==> config.mk <==
export PLATFORM = sky130hd
export DESIGN_NAME = vector_deconcat_rx
export DESIGN_NICKNAME = d
export VERILOG_FILES = /design/src/rtl/vector_deconcat_rx.sv
export SDC_FILE = /design/constraint.sdc
export NUM_CORES = 1
export LEC_CHECK = 0
export ABC_AREA = 1
export CAP_MARGIN = 40
export CORE_AREA = 2 2 77 79
export DETAILED_ROUTE_END_ITERATION = 7
export DIE_AREA = 0 0 79 81
export GPL_ROUTABILITY_DRIVEN = 0
export PLACE_DENSITY = 0.86
export SLEW_MARGIN = 20
export SYNTH_ARGS = -nofsm -noshare
export SYNTH_HDL_FRONTEND = slang
export SYNTH_SLANG_ARGS = --single-unit
==> constraint.sdc <==
create_clock -name clk -period 1.7 [get_ports clk]
set_input_delay 0.34 -clock clk [delete_from_list [all_inputs] [get_ports clk]]
set_output_delay 0.34 -clock clk [all_outputs]
set_load 0.01 [all_outputs]
==> src/rtl/vector_deconcat_rx.sv <==
// Byte-serial receiver: rebuilds a 32-bit word from four bytes (MSB first), unpacks
// it into six 5-bit fields plus a 2-bit trailer, and presents it on valid/ready.
//
//   state            | meaning
//   -----------------+---------------------------------------------------------
//   COLLECT cnt=0..3 | waiting for byte cnt of the next word (w, x, y, z)
//   slot FULL        | out_valid=1, a-f/out_err held until out_ready
//   (the two run independently; only byte z stalls, and only on a held slot)
module vector_deconcat_rx #(
    parameter logic [1:0] TRAILER = 2'b11
) (
    input  logic       clk,
    input  logic       rst_n,
    input  logic [7:0] in_data,
    input  logic       in_valid,
    input  logic       in_first,
    output logic       in_ready,
    output logic [4:0] a,
    output logic [4:0] b,
    output logic [4:0] c,
    output logic [4:0] d,
    output logic [4:0] e,
    output logic [4:0] f,
    output logic       out_err,
    output logic       out_valid,
    input  logic       out_ready,
    output logic [7:0] err_count
);

    logic [31:0] asm_q, asm_d;
    logic [1:0]  cnt_q, cnt_d;
    logic [29:0] fields_q, fields_d;
    logic        err_q, err_d;
    logic        valid_q, valid_d;
    logic [7:0]  err_count_q, err_count_d;

    logic        accept;
    logic        resync;
    logic        complete;
    logic        trailer_bad;
    logic [31:0] word;

    assign in_ready    = (cnt_q != 2'd3) || !valid_q || out_ready;
    assign accept      = in_valid && in_ready;
    assign resync      = accept && in_first && (cnt_q != 2'd0);
    assign complete    = accept && !resync && (cnt_q == 2'd3);
    assign word        = {asm_q[31:8], in_data};
    assign trailer_bad = complete && (in_data[1:0] != TRAILER);

    always_comb begin
        asm_d       = asm_q;
        cnt_d       = cnt_q;
        fields_d    = fields_q;
        err_d       = err_q;
        valid_d     = valid_q;
        err_count_d = err_count_q;

        if (resync) begin
            // A start marker mid-word means the partial word is garbage.
            asm_d = {in_data, 24'h0};
            cnt_d = 2'd1;
        end else if (accept) begin
            case (cnt_q)
                2'd0:    asm_d[31:24] = in_data;
                2'd1:    asm_d[23:16] = in_data;
                2'd2:    asm_d[15:8]  = in_data;
                default: asm_d[7:0]   = in_data;
            endcase
            cnt_d = cnt_q + 2'd1;
        end

        if (valid_q && out_ready) begin
            valid_d = 1'b0;
        end

        // A load in the drain cycle keeps the slot full with the new word.
        if (complete) begin
            fields_d = word[31:2];
            err_d    = trailer_bad;
            valid_d  = 1'b1;
        end

        if ((resync || trailer_bad) && (err_count_q != 8'hFF)) begin
            err_count_d = err_count_q + 8'd1;
        end
    end

    always_ff @(posedge clk or negedge rst_n) begin
        if (!rst_n) begin
            asm_q       <= '0;
            cnt_q       <= '0;
            fields_q    <= '0;
            err_q       <= 1'b0;
            valid_q     <= 1'b0;
            err_count_q <= '0;
        end else begin
            asm_q       <= asm_d;
            cnt_q       <= cnt_d;
            fields_q    <= fields_d;
            err_q       <= err_d;
            valid_q     <= valid_d;
            err_count_q <= err_count_d;
        end
    end

    assign a         = fields_q[29:25];
    assign b         = fields_q[24:20];
    assign c         = fields_q[19:15];
    assign d         = fields_q[14:10];
    assign e         = fields_q[9:5];
    assign f         = fields_q[4:0];
    assign out_err   = err_q;
    assign out_valid = valid_q;
    assign err_count = err_count_q;

endmodule

==> results.md, run 1 <==
- The area of the multi-input gates is just under 1000 sq um.
- The sum of negative setup slack is -0.004655 ns.
- By area the synthesized netlist is led by sky130_fd_sc_hd__dfrtp_1 (61%), sky130_fd_sc_hd__nand2_1 (18%), sky130_fd_sc_hd__o21ai_0 (5.9%).
- Cells with a size suffix above 1 make up about 15% of the layout.
- For the pin with the worst max-slew slack, the measured transition is ~0.57 ns.
- The total routing usage reported by global routing is between 20% and 30%.
- The final reports fail on negative setup slack.
- After detailed routing, the average wire length per cell comes to about 14 um.
- Clock-pin slew was measured on the worst setup and hold paths at roughly 0.07 ns.
- The via count of the first global-routing pass is about 2,200.
- The initial antenna violation count is 0.
- Once detail routing completed, the nets flagged for antenna violations numbered 0.
- The detailed placement HPWL is ~4300 um.
- The total leakage power is about 1.9 nW.
- Counting every sink on the clock net gives 66.
- The top cell type by total area after synthesis is sky130_fd_sc_hd__dfrtp_1.
- The count of synthesis-stage warnings from yosys is 0.
- After layout, the worst path uses 100.3% of the clock period.
- The flow ran to the end, but the final reports show violations.
- Setup slack on the worst reg-to-reg path comes out at -0.005 ns.
- Wires add up to roughly 6200 um.
- Port buffering added 53 buffers.
- The top achievable clock speed is approximately 590 MHz.
- Sequential elements use between 60% and 70% of the synthesized area.
- Setup repair after global routing could not meet its margin everywhere.
- At the worst endpoint, the required time is between 1.5 and 2 ns.
- The largest family of logic cells by synthesized area is simple AND/OR/NAND/NOR gates.
- The critical path startpoint category is a flip-flop.
- The mean area per synthesized cell is ~9.3 sq um.
- The area taken by flip-flops and latches is approximately 1700 sq um.
- The sort of element at the end of the critical path is a flip-flop.
- The clock passes through at most 2 buffers.
- Walking the worst path, the cells encountered are ha_2, nand3_2, buf_4, nand2_1, a21oi_4, o21ai_2, nand2_1, o21ai_0.
- Counting the buffers created by CTS gives 9.
- After detailed placement, the total cell area comes to 3425 sq um.
- The final routed DRC violation total is 0.
- The region available for standard cell placement spans between 5000 and 6000 sq um.
- The number of top-level design ports is 54.
- The H-tree generated during clock tree synthesis spans 3 levels.
- The number of slew-limit violations in the final report is 0.
- The number of antenna diodes is 0.
- The via count is between 2,000 and 2,500.
- TritonCTS built the clock tree.
- For this run, the detailed router's first-pass iteration total came to 4.
- The clock arrives with approximately 0.0073 ns of skew.
- The slowest library cell on the worst path is sky130_fd_sc_hd__dfrtp_1.
- The number of violations of the max-capacitance limit is 0.
- In this run the critical register-to-register path is launched from cnt_q[0].
- The floorplan step set the die height to just over 80 um.
- Synthesis produced a netlist with a net count of around 310.
- The post-route total power is 6.250 mW.
- On the worst path, the slowest cell contributes a delay of ~0.41 ns.
- The final critical delay including setup and external delays is approximately 1.7 ns.
- Prior to clock tree synthesis, the placed netlist has a worst setup slack of -0.1419 ns.
- The synthesized netlist devotes under 10% of its cell area to adder and majority cells.
- The final worst slack is -0.004655 ns.
- After Yosys synthesis, and, or, nand and nor cells account for between 20% and 30% of the synthesized area.
- For the worst setup path, the data arrival time is roughly 1.9 ns.
- Relative to the synthesized area, the layout overhead comes to 36.41%.
- CTS placed an instance of sky130_fd_sc_hd__clkbuf_8 at the clock tree root.
- Summing all non-filler instances in the final layout gives an area of about 3700 sq um.
- After detailed routing, the number of vias per cell comes to about 5.
- The sum of overflow across all layers after global routing is 0.
- The floorplan step defined a die boundary enclosing ~6400 sq um.
- After synthesis, the largest area contributor takes up between 60% and 70% of total cell area.
- The type of the most critical hold path is input port to async pin.
- The portion of netlist area occupied by mux cells is 0%.
- The most critical setup path has its startpoint at cnt_q[0].
- The count of different cell masters after synthesis is 23.
- Entering global routing, the biggest net connects 25 pins.
- The final number of hold-violating endpoints is 0.
- After the first detailed-routing iteration, the DRC count stood at 237.
- Of all nets on the critical path, the largest fanout is 8.
- The highest ir drop seen on vdd is 0.8029 mV.
- The synthesized-area fraction occupied by xor and xnor cells is about 1.6%.
- Clock latency on the worst-skew pair, taken at its later pin, is 0.35 ns.
- The worst slew margin relative to its limit is between 60% and 70%.
- Measured in cells, the most critical reg-to-reg path has a length of 8.
- The endpoint of the most critical register-to-register path is asm_q[16].
- The number of cell rows is 28.
- Synthesis inferred 66 register bits.
- The global-route wire length before repair is about 10,000 um.
- The cell area that synthesis handed to floorplanning was approximately 2700 sq um.
- Measured on the finished design, the core utilization comes to about two thirds.
- In this run the worst setup path terminates at asm_q[16].
- The critical path is of the flip-flop to flip-flop type.
- Setup violations remaining at the end of the flow were counted as 1.
- The starting utilization of the core area is roughly half.
- The share of the synthesized area in compound gates (AO/OA/AOI/OAI) is a little over 8%.
- The floorplan step set the die width to 79 um.
- Counting the fill cells in the layout gives about 460.
- In this design, the critical path's most frequently occurring cell is sky130_fd_sc_hd__nand2_1.
- The total power per unit cell area is 1679 nW/um^2.
- The final net count is 390.
- Counting every instance in the synthesized netlist gives about 300.
per-stage QoR:
| step | hold WS, ns | cells |
|---|---|---|
| floorplan | 0.04441 | 295 |
| global placement | 0.1955 | 431 |
| detailed placement | 0.1988 | 431 |
| CTS | 0.3695 | 450 |
| global route | 0.3856 | 454 |
| finish | 0.3674 | 454 |
repair_timing:
item,4_1_cts,5_1_grt
hold endpoints to repair,5,0
resized for setup,1,11
buffers inserted,2,2
hold buffers,1,0
pin swaps,1,2
setup endpoints to repair,3,32
cloned,0,2
logic make-up after synthesis:
kind of cell,after synthesis
buffers and inverters,27
AO/OA/AOI/OAI,40
XOR/XNOR,5
flip-flops,66
AND/OR/NAND/NOR,154
adder cells (fa/ha/maj),3
cells in the final DEF (no fill, tap or decap), types with 2 or more instances in the layout:
cell type / instances
sky130_fd_sc_hd__ha_2: 2
sky130_fd_sc_hd__nand3_1: 12
sky130_fd_sc_hd__xnor2_1: 2
sky130_fd_sc_hd__nand2_1: 131
sky130_fd_sc_hd__clkbuf_8: 11
sky130_fd_sc_hd__o21ai_2: 3
sky130_fd_sc_hd__clkinvlp_4: 2
sky130_fd_sc_hd__o21ai_0: 32
sky130_fd_sc_hd__inv_1: 17
sky130_fd_sc_hd__dfrtp_2: 5
sky130_fd_sc_hd__nor2_1: 5
sky130_fd_sc_hd__xor2_1: 3
sky130_fd_sc_hd__o21ai_4: 3
sky130_fd_sc_hd__dfrtp_1: 61
sky130_fd_sc_hd__clkdlybuf4s50_1: 50
sky130_fd_sc_hd__buf_4: 20
sky130_fd_sc_hd__a21oi_1: 2
sequential cells by signal, summed over array words and instances (netlist names):
signal     count
out_valid      1
err_count      8
asm_q         24
out_err        1
cnt_q          2
fields_q      30
per-layer routing:
layer  vias up  share of wire [%]  wire length (um)  track usage, %
met5         -                  0                 0               0
met4         0                2.3               142           9.310
met3        15                5.9               368           3.667
met2        83                 50              3090           35.68
met1      1076                 42              2636           25.94
li1       1092                  -                 -               -
power breakdown:
part | leakage, nW | switching [mW] | internal, mW
Combinational | 0.922 | 1.13 | 1.17
Clock | 0.0986 | 0.597 | 0.755
Sequential | 0.831 | 0.395 | 2.21
cell usage after synthesis:
cell                      instances
sky130_fd_sc_hd__a21oi_1          2
sky130_fd_sc_hd__ha_1             3
sky130_fd_sc_hd__o21ai_4          1
sky130_fd_sc_hd__nand2_4          1
sky130_fd_sc_hd__xor2_1           3
sky130_fd_sc_hd__inv_2            1
sky130_fd_sc_hd__inv_1           17
sky130_fd_sc_hd__buf_6            3
sky130_fd_sc_hd__buf_2            6
sky130_fd_sc_hd__nand3_2          1
sky130_fd_sc_hd__o21ai_1          1
sky130_fd_sc_hd__nand4_2          1
sky130_fd_sc_hd__a21oi_2          1
sky130_fd_sc_hd__nand3_1         12
sky130_fd_sc_hd__xnor2_1          2
sky130_fd_sc_hd__nand4_4          1
sky130_fd_sc_hd__nand2_2          1
sky130_fd_sc_hd__dfrtp_1         66
sky130_fd_sc_hd__o21ai_2          3
sky130_fd_sc_hd__o21ai_0         32
sky130_fd_sc_hd__nor2_2           1
sky130_fd_sc_hd__nand2_1        131
sky130_fd_sc_hd__nor2_1           5
final cells by class:
class	count	share of cell area (%)
flip-flops and latches	66	44.54
well taps	75	2.521
clock inverters	4	1.345
clock buffers	12	4.168
multi-input cells	204	26.62
repair buffers	75	18.99
inverters	18	1.815
how the worst min path moves through the flow:
stage,to,slack [ns],depth (start not counted)
6_report,asm_q[30],0.37,2
5_1_grt,asm_q[31],0.39,2
4_1_cts,asm_q[30],0.37,2
3_5_place_dp,fields_q[5],0.20,1
3_3_place_gp,fields_q[28],0.20,1
2_1_floorplan,asm_q[10],0.04,0
critical path, delay by kind of cell (launching register included):
family                   cells  cell delay [ns]
buffers and inverters        1             0.11
AND/OR/NAND/NOR              3             0.27
flip-flops                   1             0.41
AO/OA/AOI/OAI                3             0.56
adder cells (fa/ha/maj)      1             0.21
Note: power is estimated with default switching activity, not from simulation.
==> run 2, diff against run 1 <==
--- a/config.mk
+++ b/config.mk
@@ -7,9 +7,9 @@
 export LEC_CHECK = 0
 export ABC_AREA = 1
 export CAP_MARGIN = 40
-export CORE_AREA = 2 2 77 79
+export CORE_AREA = 8 8 83 85
 export DETAILED_ROUTE_END_ITERATION = 7
-export DIE_AREA = 0 0 79 81
+export DIE_AREA = 0 0 91 93
 export GPL_ROUTABILITY_DRIVEN = 0
 export PLACE_DENSITY = 0.86
 export SLEW_MARGIN = 20
==> results.md, run 2 (synthesis results as in run 1) <==
- The required time of the worst setup path is 1.36 ns (was 1.91 ns).
- The clock-pin slew on the worst setup and hold paths is 0.07 ns (about the same).
- The worst flop-to-flop path startpoint is cnt_q[0] (unchanged).
- The number of violations of the max-capacitance limit was 0 (unchanged).
- The root buffer cell is sky130_fd_sc_hd__clkbuf_8 (unchanged).
- The type of the most critical hold path is input port to async pin (unchanged).
- The die area came to 8463 sq um (was 6399 sq um).
- Outcome: complete, no violations (was complete, but fails checks).
- The count of port buffers added during placement is 53 (unchanged).
- The sum of negative setup slack is 0 ns (was -0.004655 ns).
- The total power per unit cell area is 1638 nW/um^2 (was 1679 nW/um^2).
- The initial antenna violation count is 0 (unchanged).
- The utilization after layout is 64.24% (was 65.59%).
- The final critical delay including setup and external delays is 1.673 ns (was 1.705 ns).
- The routed wire length per instance is 13.95 um (was 13.74 um).
- The critical path startpoint category was a flip-flop (unchanged).
- The total routing usage reported by global routing is 15.32% (was 20.78%).
- The count of fill cells added during filler insertion is 487 (was 462).
- The final worst slack is 0.02746 ns (was -0.004655 ns).
- The slowest library cell on the worst path is sky130_fd_sc_hd__clkdlybuf4s50_1 (was sky130_fd_sc_hd__dfrtp_1).
- The maximum net fanout on the critical path is 5 (was 8).
- The number of top-level design ports is 54 (unchanged).
- The core region area is 5675 sq um (unchanged).
- The kind of cell adding the most delay to the critical path is buffers and inverters (was compound AO/OA/AOI/OAI gates).
- The post-detailed-routing wire length is 6334 um (was 6238 um).
- The flip-flop count of the largest register, all copies and words added is 30 (unchanged).
- The fraction of final layout cells sized beyond drive strength 1 was 13.72% (was 15.30%).
- The number of buffers inserted during clock tree synthesis is 9 (unchanged).
- The mean number of vias per cell came to 4.971 (was 4.991).
- The CTS tree is built (unchanged).
- The actual transition at the worst max-transition pin is 0.5899 ns (was 0.5733 ns).
- The portion of the clock cycle consumed by the worst path in the final layout is 98.38% (was 100.3%).
- The total leakage power was 1.828 nW (was 1.852 nW).
- The number of detailed-routing iterations run before antenna repair is 4 (unchanged).
- The depth of the CTS H-tree is 3 (unchanged).
- The final routed DRC violation total is 0 (unchanged).
- The buffers plus inverters on the worst setup path is 1 (unchanged).
- The maximum root-to-sink buffer count is 2 (unchanged).
- The sum of overflow across all layers after global routing came to 0 (unchanged).
- The number of slew-limit violations in the final report came to 0 (unchanged).
- The number of clock sinks is 66 (unchanged).
- The worst setup path startpoint is err_count[4] (was cnt_q[0]).
- The synthesis-to-layout area growth is 33.61% (was 36.41%).
- RSZ-0062 raised after global routing: yes (unchanged).
- The maximum number of pins on one net before global-route repair is 40 (was 25).
- Most used cells in the layout excluding fill and tap cells: sky130_fd_sc_hd__nand2_1 (131), sky130_fd_sc_hd__dfrtp_1 (64), sky130_fd_sc_hd__clkdlybuf4s50_1 (51) (was sky130_fd_sc_hd__nand2_1 (131), sky130_fd_sc_hd__dfrtp_1 (61), sky130_fd_sc_hd__clkdlybuf4s50_1 (50)).
- The clock latency on the worst-skew pair is 0.34 ns (was 0.35 ns).
- The total of endpoints with negative setup slack in the final report is 0 (was 1).
- The non-filler instance count after layout is 454 (unchanged).
- The clock skew is 0.007224 ns (was 0.007307 ns).
- The global-route wire length before repair is 10,430 um (was 10,140 um).
- The worst slew margin relative to its limit is 60.67% (was 61.78%).
- The horizontal die dimension is 91 um (was 79 um).
- The post-place setup slack is -0.1308 ns (was -0.1419 ns).
- The sort of element at the end of the critical path is a primary output (was flip-flop).
- The via count of the first global-routing pass is 2,225 (was 2,196).
- The number of cell rows came to 28 (unchanged).
- The leading cell type in the layout, fill and taps excluded is sky130_fd_sc_hd__nand2_1 (unchanged).
- The largest register by flop count is fields_q (unchanged).
- The die span in y came to 93 um (was 81 um).
- The delay of the slowest critical-path stage came to 0.56 ns (was 0.41 ns).
- The initial DRC count is 105 (was 237).
- The starting utilization of the core area was 48.08% (unchanged).
- The via count is 2,257 (was 2,266).
- The tightest hold margin is 0.4483 ns (was 0.3674 ns).
- The detailed placement HPWL is 4397 um (was 4262 um).
- The final number of hold-violating endpoints is 0 (unchanged).
- The highest ir drop seen on vdd is 0.9395 mV (was 0.8029 mV).
- The data arrival at the endpoint of the critical path is 1.33 ns (was 1.92 ns).
- The start-to-end type of the worst setup path was flip-flop to primary output (was flip-flop to flip-flop).
- Cells traversed along the worst timing path: clkdlybuf4s50_1 (was ha_2, nand3_2, buf_4, nand2_1, a21oi_4, o21ai_2, nand2_1, o21ai_0).
- The final net count is 390 (unchanged).
- The total placed cells including tap cells is 429 (was 431).
- The top achievable clock speed is 597.9 MHz (was 586.6 MHz).
- The count of antenna-violating nets left after detailed routing is 0 (unchanged).
- The number of antenna diodes is 0 (unchanged).
## run 2: power by group
part / internal (mW) / switching, mW
combinational: 1.15 / 1.10
sequential: 2.20 / 0.372
clock: 0.569 / 0.574
## run 2: final timing paths
path | end | cells after the start | slack, ns
worst min-delay path | fields_q[19] | 2 | 0.45
max in group asynchronous | err_count[5] | 3 | 0.71
min in group clk | fields_q[14] | 2 | 0.47
worst max-delay path | err_count[4] | 1 | 0.03
worst min register to register | fields_q[14] | 2 | 0.47
worst max register to register | err_count[4] | 9 | 0.07
## run 2: final cells by class
type	count	area (sq um)	area share, %
multi-input cells	203	957.2	26.25
flip-flops and latches	66	1654	45.37
clock buffers	14	152.6	4.187
inverters	18	67.56	1.853
repair buffers	76	708.2	19.42
well taps	75	93.84	2.574
clock inverters	2	12.51	0.3432
## run 2: metrics by stage
stage	power (mW)	cell area (sq um)
after floorplan	3.628	2729
after global placement	4.681	3410
after detailed placement	4.794	3410
after CTS	5.951	3593
after global routing	6.398	3646
final	5.974	3646
## run 2: routing by layer
layer	routed length [um]	up-vias	GRT usage (%)
met5	0	-	0
met3	451	8	4.327
met1	2686	1077	18.23
met4	107	0	8.186
met2	3089	73	24.85
li1	-	1099	-
## run 2: timing repair
action                                  CTS  global route
pin swaps                                 0             4
resized for setup                         3             3
endpoints found under the hold margin    14             0
endpoints found under the setup margin    3            15
setup buffers                             1             6
cloned                                    0             1
hold buffers                              1             0
